===== config.mk =====
export PLATFORM = sky130hd
export DESIGN_NAME = q_table_updater
export DESIGN_NICKNAME = d
export VERILOG_FILES = /design/src/rtl/q_table_updater.sv
export SDC_FILE = /design/constraint.sdc
export NUM_CORES = 1
export LEC_CHECK = 0
export ABC_AREA = 1
export CAP_MARGIN = 20
export CORE_ASPECT_RATIO = 0.6
export CORE_UTILIZATION = 46
export DETAILED_ROUTE_END_ITERATION = 8
export GPL_ROUTABILITY_DRIVEN = 0
export GPL_TIMING_DRIVEN = 1
export PLACE_DENSITY = 0.79
export SLEW_MARGIN = 20
export SYNTH_ARGS = -nofsm -noshare
export SYNTH_HDL_FRONTEND = slang
export SYNTH_SLANG_ARGS = --single-unit
export TNS_END_PERCENT = 5

===== constraint.sdc =====
create_clock -name clk -period 8.7 [get_ports clk]
set_clock_uncertainty 0.15 [all_clocks]
set_input_delay 1.74 -clock clk [delete_from_list [all_inputs] [get_ports clk]]
set_output_delay 1.74 -clock clk [all_outputs]
set_load 0.01 [all_outputs]

===== src/rtl/q_table_updater.sv =====
// Q-table write side: one read-modify-write per accepted update request.
// Q_new = Q + alpha*(r + gamma*maxQ' - Q), with alpha = 2^-ALPHA_SHIFT
// and gamma = 1 - 2^-GAMMA_SHIFT, saturated to the unsigned Q range.
module q_table_updater #(
    parameter int Q_W         = 8,
    parameter int S_W         = 15,
    parameter int ADDR_W      = 18,
    parameter int ALPHA_SHIFT = 2,
    parameter int GAMMA_SHIFT = 3
) (
    input  logic              clk,
    input  logic              rst,
    input  logic              start,
    input  logic [S_W-1:0]    state_idx,
    input  logic [3:0]        action,
    input  logic [7:0]        reward,
    input  logic [Q_W-1:0]    max_q,
    input  logic              terminal,
    output logic              busy,
    output logic              done,
    output logic              err,
    output logic [Q_W-1:0]    q_new,
    output logic [ADDR_W-1:0] mem_addr,
    output logic              mem_rd_en,
    input  logic [Q_W-1:0]    mem_rd_data,
    output logic              mem_wr_en,
    output logic [Q_W-1:0]    mem_wr_data
);

    // Internal arithmetic width: covers target range -128..382 and the delta
    // range -383..382 with headroom.
    localparam int CW = Q_W + 3;

    typedef enum logic [2:0] {IDLE, RD, CAP, CALC, WR, DONE} state_t;

    state_t state, state_nx;

    logic                  accept;
    logic                  bad_action;
    logic [ADDR_W-1:0]     addr_calc;

    logic [ADDR_W-1:0]     addr_r;
    logic signed [7:0]     reward_r;
    logic [Q_W-1:0]        max_q_r;
    logic                  terminal_r;
    logic [Q_W-1:0]        q_old_r;
    logic [Q_W-1:0]        result_r;
    logic [Q_W-1:0]        q_new_r;
    logic                  err_r;

    logic [Q_W-1:0]        g_u;
    logic signed [CW-1:0]  g_s;
    logic signed [CW-1:0]  target_s;
    logic signed [CW-1:0]  q_old_s;
    logic signed [CW-1:0]  delta_s;
    logic signed [CW-1:0]  step_s;
    logic signed [CW-1:0]  sum_s;
    logic [Q_W-1:0]        calc_result;

    // Clamp a signed intermediate into the unsigned Q entry range.
    function automatic logic [Q_W-1:0] sat_q(input logic signed [CW-1:0] v);
        logic signed [CW-1:0] q_max;
        q_max = $signed({{(CW-Q_W){1'b0}}, {Q_W{1'b1}}});
        if (v < 0)
            sat_q = '0;
        else if (v > q_max)
            sat_q = {Q_W{1'b1}};
        else
            sat_q = v[Q_W-1:0];
    endfunction

    assign accept     = (state == IDLE) && start;
    assign bad_action = (action > 4'd8);
    assign addr_calc  = ADDR_W'(state_idx) * ADDR_W'(9) + ADDR_W'(action);

    // Update arithmetic, evaluated from latched request and captured q_old.
    assign g_u         = max_q_r - (max_q_r >> GAMMA_SHIFT);
    assign g_s         = terminal_r ? '0 : $signed(CW'(g_u));
    assign target_s    = $signed({{(CW-8){reward_r[7]}}, reward_r}) + g_s;
    assign q_old_s     = $signed(CW'(q_old_r));
    assign delta_s     = target_s - q_old_s;
    assign step_s      = delta_s >>> ALPHA_SHIFT;
    assign sum_s       = q_old_s + step_s;
    assign calc_result = sat_q(sum_s);

    // State register; reset aborts any update in flight.
    always_ff @(posedge clk or posedge rst) begin
        if (rst)
            state <= IDLE;
        else
            state <= state_nx;
    end

    // Next-state and strobe decode; strobes are pure state decodes so reset
    // forces them low immediately.
    always_comb begin
        state_nx  = state;
        busy      = 1'b0;
        done      = 1'b0;
        mem_rd_en = 1'b0;
        mem_wr_en = 1'b0;
        case (state)
            IDLE: begin
                if (start)
                    state_nx = bad_action ? DONE : RD;
            end
            RD: begin
                busy      = 1'b1;
                mem_rd_en = 1'b1;
                state_nx  = CAP;
            end
            CAP: begin
                busy     = 1'b1;
                state_nx = CALC;
            end
            CALC: begin
                busy     = 1'b1;
                state_nx = WR;
            end
            WR: begin
                busy      = 1'b1;
                mem_wr_en = 1'b1;
                state_nx  = DONE;
            end
            DONE: begin
                busy     = 1'b1;
                done     = 1'b1;
                state_nx = IDLE;
            end
            default: state_nx = IDLE;
        endcase
    end

    // Request latch, read capture, result and published q_new.
    always_ff @(posedge clk or posedge rst) begin
        if (rst) begin
            addr_r     <= '0;
            reward_r   <= '0;
            max_q_r    <= '0;
            terminal_r <= 1'b0;
            q_old_r    <= '0;
            result_r   <= '0;
            q_new_r    <= '0;
            err_r      <= 1'b0;
        end else begin
            if (accept) begin
                reward_r   <= $signed(reward);
                max_q_r    <= max_q;
                terminal_r <= terminal;
                err_r      <= bad_action;
                if (!bad_action)
                    addr_r <= addr_calc;
            end
            if (state == CAP)
                q_old_r <= mem_rd_data;
            if (state == CALC)
                result_r <= calc_result;
            if (state == WR)
                q_new_r <= result_r;
        end
    end

    assign mem_addr    = addr_r;
    assign mem_wr_data = result_r;
    assign q_new       = q_new_r;
    assign err         = err_r;

endmodule


## Yosys cells after proc, flatten, opt, wreduce, memory -nomap -nowiden

Index checks and enable logic that the tools add are counted.

- Equality and inequality tests: 6
- Reductions and logical operators: 4
- Magnitude comparators: 3
- $add $sub $neg: 5
- Muxes and demuxes: 10
- Multiply operators: 1
- Bitwise logic cells: 1

Operator list:

| operator | number |
|---|---|
| 8-bit 2-to-1 mux | 3 |
| 18-bit by 4-bit adder with 18-bit output | 1 |
| 15-bit by 4-bit multiplier with 18-bit output, second input constant | 1 |
| 3-bit one-hot mux with 5 select lines | 1 |
| 10-bit by 9-bit subtractor with 11-bit output | 1 |
| 8-bit by 9-bit adder with 10-bit output | 1 |
| 9-bit by 9-bit adder with 10-bit output | 1 |
| 10-bit by 9-bit > comparator with 1-bit output, second input constant | 1 |
| 10-bit by 1-bit less-than comparator with 1-bit output, second input constant | 1 |
| 8-bit by 5-bit subtractor with 8-bit output | 1 |
| 3-bit by 2-bit equality test with 1-bit output, second input constant | 2 |
| 3-bit equality test, second input constant | 2 |
| 3-bit 2-to-1 mux | 2 |
| 5-bit OR reduction | 1 |
| 4-bit > comparator, second input constant | 1 |
| 1-bit 2-to-1 mux | 4 |
| 3-bit by 1-bit equality test with 1-bit output, second input constant | 1 |
| 3-bit zero test | 1 |
| 2-bit inequality test, second input constant | 1 |
| 2-bit AND reduction | 1 |
| 1-bit logical AND | 1 |
| 1-bit inverter | 1 |

- Logic and storage cells: 39
- Register bits: 63

## Longest topological paths before layout

- Word-level depth: 8
- Depth in mapped cells: 30
- Gate-level depth less buffers: 30

## Least setup slack after synthesis

No wires, ideal clock.

- Kind: reg2reg
- Start: register max_q_r[0]
- End: register result_r[2], in the netlist mem_wr_data[2]
- Path buffers: 0
- Arrival: 3.979 ns
- Stages on the path, launching flop included: 30
- Setup time: 0.117 ns
- Data required time: 8.433 ns
- Setup slack: 4.455 ns
- Path through: dfrtp_1 -> inv_1 -> ha_1 -> inv_1 -> fa_1 -> nand2_1 -> nand2_1 -> a21oi_1 -> or2_2 -> nand3_1 -> fa_1 -> inv_1 -> ha_1 -> nand2_1 -> o21a_1 -> nand2_1 -> a21oi_1 -> xor2_1 -> inv_1 -> ha_1 -> nand2_1 -> inv_1 -> a21oi_1 -> nand2_2 -> nand2_4 -> nor2_2 -> nand2_2 -> nand3_1 -> nand2_1 -> nand2_1

- Longest elaborated chain between the ends: 8
- Elaborated cells between the ends (all ways): 9
- Classes of those cells: add/sub (4); order compare (2); mux (3)

Ends and longest elaborated chain:

| element | RTL line | source |
|---|---|---|
| from (decl) | 44 | `logic [Q_W-1:0] max_q_r;` |
| from (signal assigned) | 148 | `max_q_r <= max_q;` |
| 8-bit by 5-bit subtractor with 8-bit output * | 77 | `assign g_u = max_q_r - (max_q_r >> GAMMA_SHIFT);` |
| 8-bit 2-to-1 mux * | 78 | `assign g_s = terminal_r ? '0 : $signed(CW'(g_u));` |
| 8-bit by 9-bit adder with 10-bit output * | 79 | `assign target_s = $signed({{(CW-8){reward_r[7]}}, reward_r}) + g_s;` |
| 10-bit by 9-bit subtractor with 11-bit output * | 81 | `assign delta_s = target_s - q_old_s;` |
| 9-bit by 9-bit adder with 10-bit output * | 83 | `assign sum_s = q_old_s + step_s;` |
| 10-bit by 9-bit > comparator with 1-bit output | 66 | `else if (v > q_max)` |
| 8-bit 2-to-1 mux | 66 |  |
| 8-bit 2-to-1 mux * | 64 | `if (v < 0)` |
| to (signal assigned) | 157 | `result_r <= calc_result;` |
| to (decl) | 47 | `logic [Q_W-1:0] result_r;` |

Every way passes the cells marked *; elsewhere a longest branch is shown, timed or not.
A chain may end at the register's enable or synchronous reset.

## Worst setup path in the final report

- Start: register max_q_r[5]
- End: register result_r[2], in the netlist mem_wr_data[2]

The elaborated chain is that of the path after synthesis.

==> metrics.yaml <==
place:
  io_buffers: 85
  place_area_mm2: 0.00589
  dp_cells: 844
  hpwl_mm: 9.93
floorplanning:
  rows: 28
  die_area_mm2: 0.0111
  pin_count: 86
  initial_core_util: 0.485
  die_x_um: 135
  die_height_um: 82.0
  coreArea_mm2: 0.0101
drt:
  wl_mm: 12.5
  first_iter_violations: 299
  drt-pass1-iter-count: 5
  remaining_drc_errors: 0
  vias: 4426
  via_per_inst: 5.15
  antenna_left: 0
  wl_per_cell_um: 14.5
global_route:
  grt_pass1_wl_mm: 20.6
  grt.overflow.total: 0
  grt_max_degree: 64
  grt_pass1_vias: 4188
  grt_util_all_layers: 0.247
  antenna_found_initial: 0
synth:
  synth_edf_count: 0
  synthFlopType: "dfrtp_1"
  synthArstFlopShare: 1.00
  ys_warn_count: 0
  netlist_area_mm2: 0.00491
  synth.avg_cell_area_um2: 7.78
  syn-num-nets: 755
  synthCells: 631
  ys_ff_latch: 63
  synthDistinctLibCells: 40
  ys_seq_area_frac: 0.321
cts:
  cts_tree: "built"
  cts_sinks: 63
  clk_pin_slew_ns: 0.06
  ctsHoldBuffers: 0
  cts_resized: 0
  cts_made_buffers: 9
  postCtsSetupBuffers: 0
  cts-root-buf: "clkbuf_16"
  htreeDepth: 3
  clock_latency_ns: 0.33
  clk_path_buf_depth: 2
sta:
  finalCriticalPeriod_ns: 4.90
  period_share: 0.563
  finalSetupTns_ns: 0
  setup_viol_count_final: 0
  maxClockFrequency_ghz: 0.204
  relSlewSlack: 0.457
  rsz0062_at_grt: "no"
  drv_slew: 0
  worst_pin_slew_ns: 0.815
  final-hold-violation-count: 0
finish:
  final_core_util: 0.608
  nets: 844
  fin_area_mm2: 0.00615
  syn2layout_area_growth_pct: 25.3
  drive_gt1_frac: 0.0634
  final_common_cell: "nand2_1"
  n_antenna_cell: 0
  layout_common_cells: "nand2_1 (198), clkdlybuf4s50_1 (85), inv_1 (75)"
  instances_no_fill: 860
worst_setup_path:
  path_class: "reg2reg"
  critPathLaunchType: "flip-flop"
  worstPathRequired_ns: 8.77
  startpoint: "max_q_r[5]"
  cp-end-kind: "flip-flop"
  critPathMaxFanout: 8
  regToRegStartpoint: "max_q_r[5]"
  arrival_ns: 4.97
min_path:
  hp-class: "reg2reg"
  min_from: "q_new[6]"
outcome:
  status: "finished clean"
job:
  max_cap_viol_count: 0
==> worst max-delay path, stage by stage (launching register included) <==
cell,delay [ns]
dfrtp_1,0.40
inv_1,0.09
ha_1,0.34
a21oi_1,0.16
nand2_1,0.10
nand2_1,0.07
nand2_1,0.06
a21oi_1,0.19
o21ai_0,0.12
a21oi_1,0.16
fa_1,0.45
ha_1,0.37
a21oi_1,0.18
o21a_1,0.14
nand2_1,0.10
a21oi_1,0.20
xor2_1,0.16
inv_1,0.05
ha_1,0.33
a21oi_1,0.27
o21ai_1,0.14
o21ai_2,0.30
nand3_1,0.13
nand2_1,0.07
nand2_1,0.05
==> state kept, by name, summed over array words and instances, names as in the netlist <==
| signal | count |
|---|---|
| terminal_r | 1 |
| state | 3 |
| err | 1 |
| q_new | 8 |
| q_old_r | 8 |
| reward_r | 8 |
| max_q_r | 8 |
| mem_wr_data | 8 |
| mem_addr | 18 |
==> cell families (layout without fill, tap and decap cells) <==
kind of cell,after synthesis,in the layout,share of synthesized area
AND/OR/NAND/NOR,304,304,0.268
adder cells (fa/ha/maj),77,77,0.212
buffers and inverters,87,181,0.0709
multiplexers,5,5,0.0115
AO/OA/AOI/OAI,82,82,0.0931
XOR/XNOR,13,13,0.0232
flip-flops,63,63,0.321
==> through the flow <==
stage / hold WS (ns) / setup slack (ns)
final: 0.328 / 3.80
after detailed placement: 0.316 / 3.90
after CTS: 0.332 / 3.88
after global routing: 0.346 / 3.42
after global placement: 0.311 / 4.19
after floorplan: 0.292 / 4.45
==> synthesized netlist by cell type, types with 2 or more instances <==
master    instances  share of area
nand4_1           6         0.0076
nand2_2           4         0.0051
nand3_2           2         0.0041
nor2_1           31          0.024
nor4_1            2         0.0025
xor2_1            7          0.012
o21ai_1           3         0.0031
xnor2_1           6          0.011
ha_1             67           0.17
nor3_1            2         0.0020
nor2_4            2         0.0046
buf_6             2         0.0046
buf_2             3         0.0031
or2_2             5         0.0064
o21bai_1          2         0.0031
dfrtp_1          63           0.32
o21ai_2           2         0.0036
nand3b_1          5         0.0076
and2_1            3         0.0038
o21a_1            2         0.0031
fa_1             10          0.041
a21oi_1          38          0.039
a31oi_1           3         0.0038
clkbuf_1          3         0.0023
inv_1            76          0.058
nand2_1         198           0.15
o21ai_0          27          0.028
mux2_2            5          0.011
nand3_1          41          0.042
==> final timing paths <==
check / slack (ns) / end / depth (start not counted)
setup / recovery: 3.80 / mem_wr_data[2] / 24
hold / removal: 0.33 / q_new[6] / 2
setup reg to reg: 3.80 / mem_wr_data[2] / 24
hold reg to reg: 0.33 / q_new[6] / 2
max in group asynchronous: 6.04 / reward_r[1] / 3
min in group asynchronous: 1.82 / mem_addr[14] / 3
==> cell type report <==
| type | count | area [um2] |
|---|---|---|
| Fill cell | 879 | 3970 |
| Clock buffer | 9 | 225 |
| Timing Repair Buffer | 86 | 858 |
| Sequential cell | 63 | 1580 |
| Inverter | 79 | 299 |
| Tap cell | 135 | 169 |
| Multi-Input combinational cell | 481 | 2980 |
| Clock inverter | 7 | 40.0 |
==> routing by layer <==
layer / wire (um) / part of all wire / vias up / track usage
met5: 0 / 0 / - / 0
met4: 152 / 0.012 / 0 / 0.0719
met3: 959 / 0.077 / 14 / 0.0741
met2: 4980 / 0.40 / 156 / 0.361
met1: 6400 / 0.51 / 2015 / 0.350
li1: - / - / 2241 / -
Power is left out: the tool's default activity adds up to more than one toggle a clock period on the data nets, which glitch-free logic cannot reach.
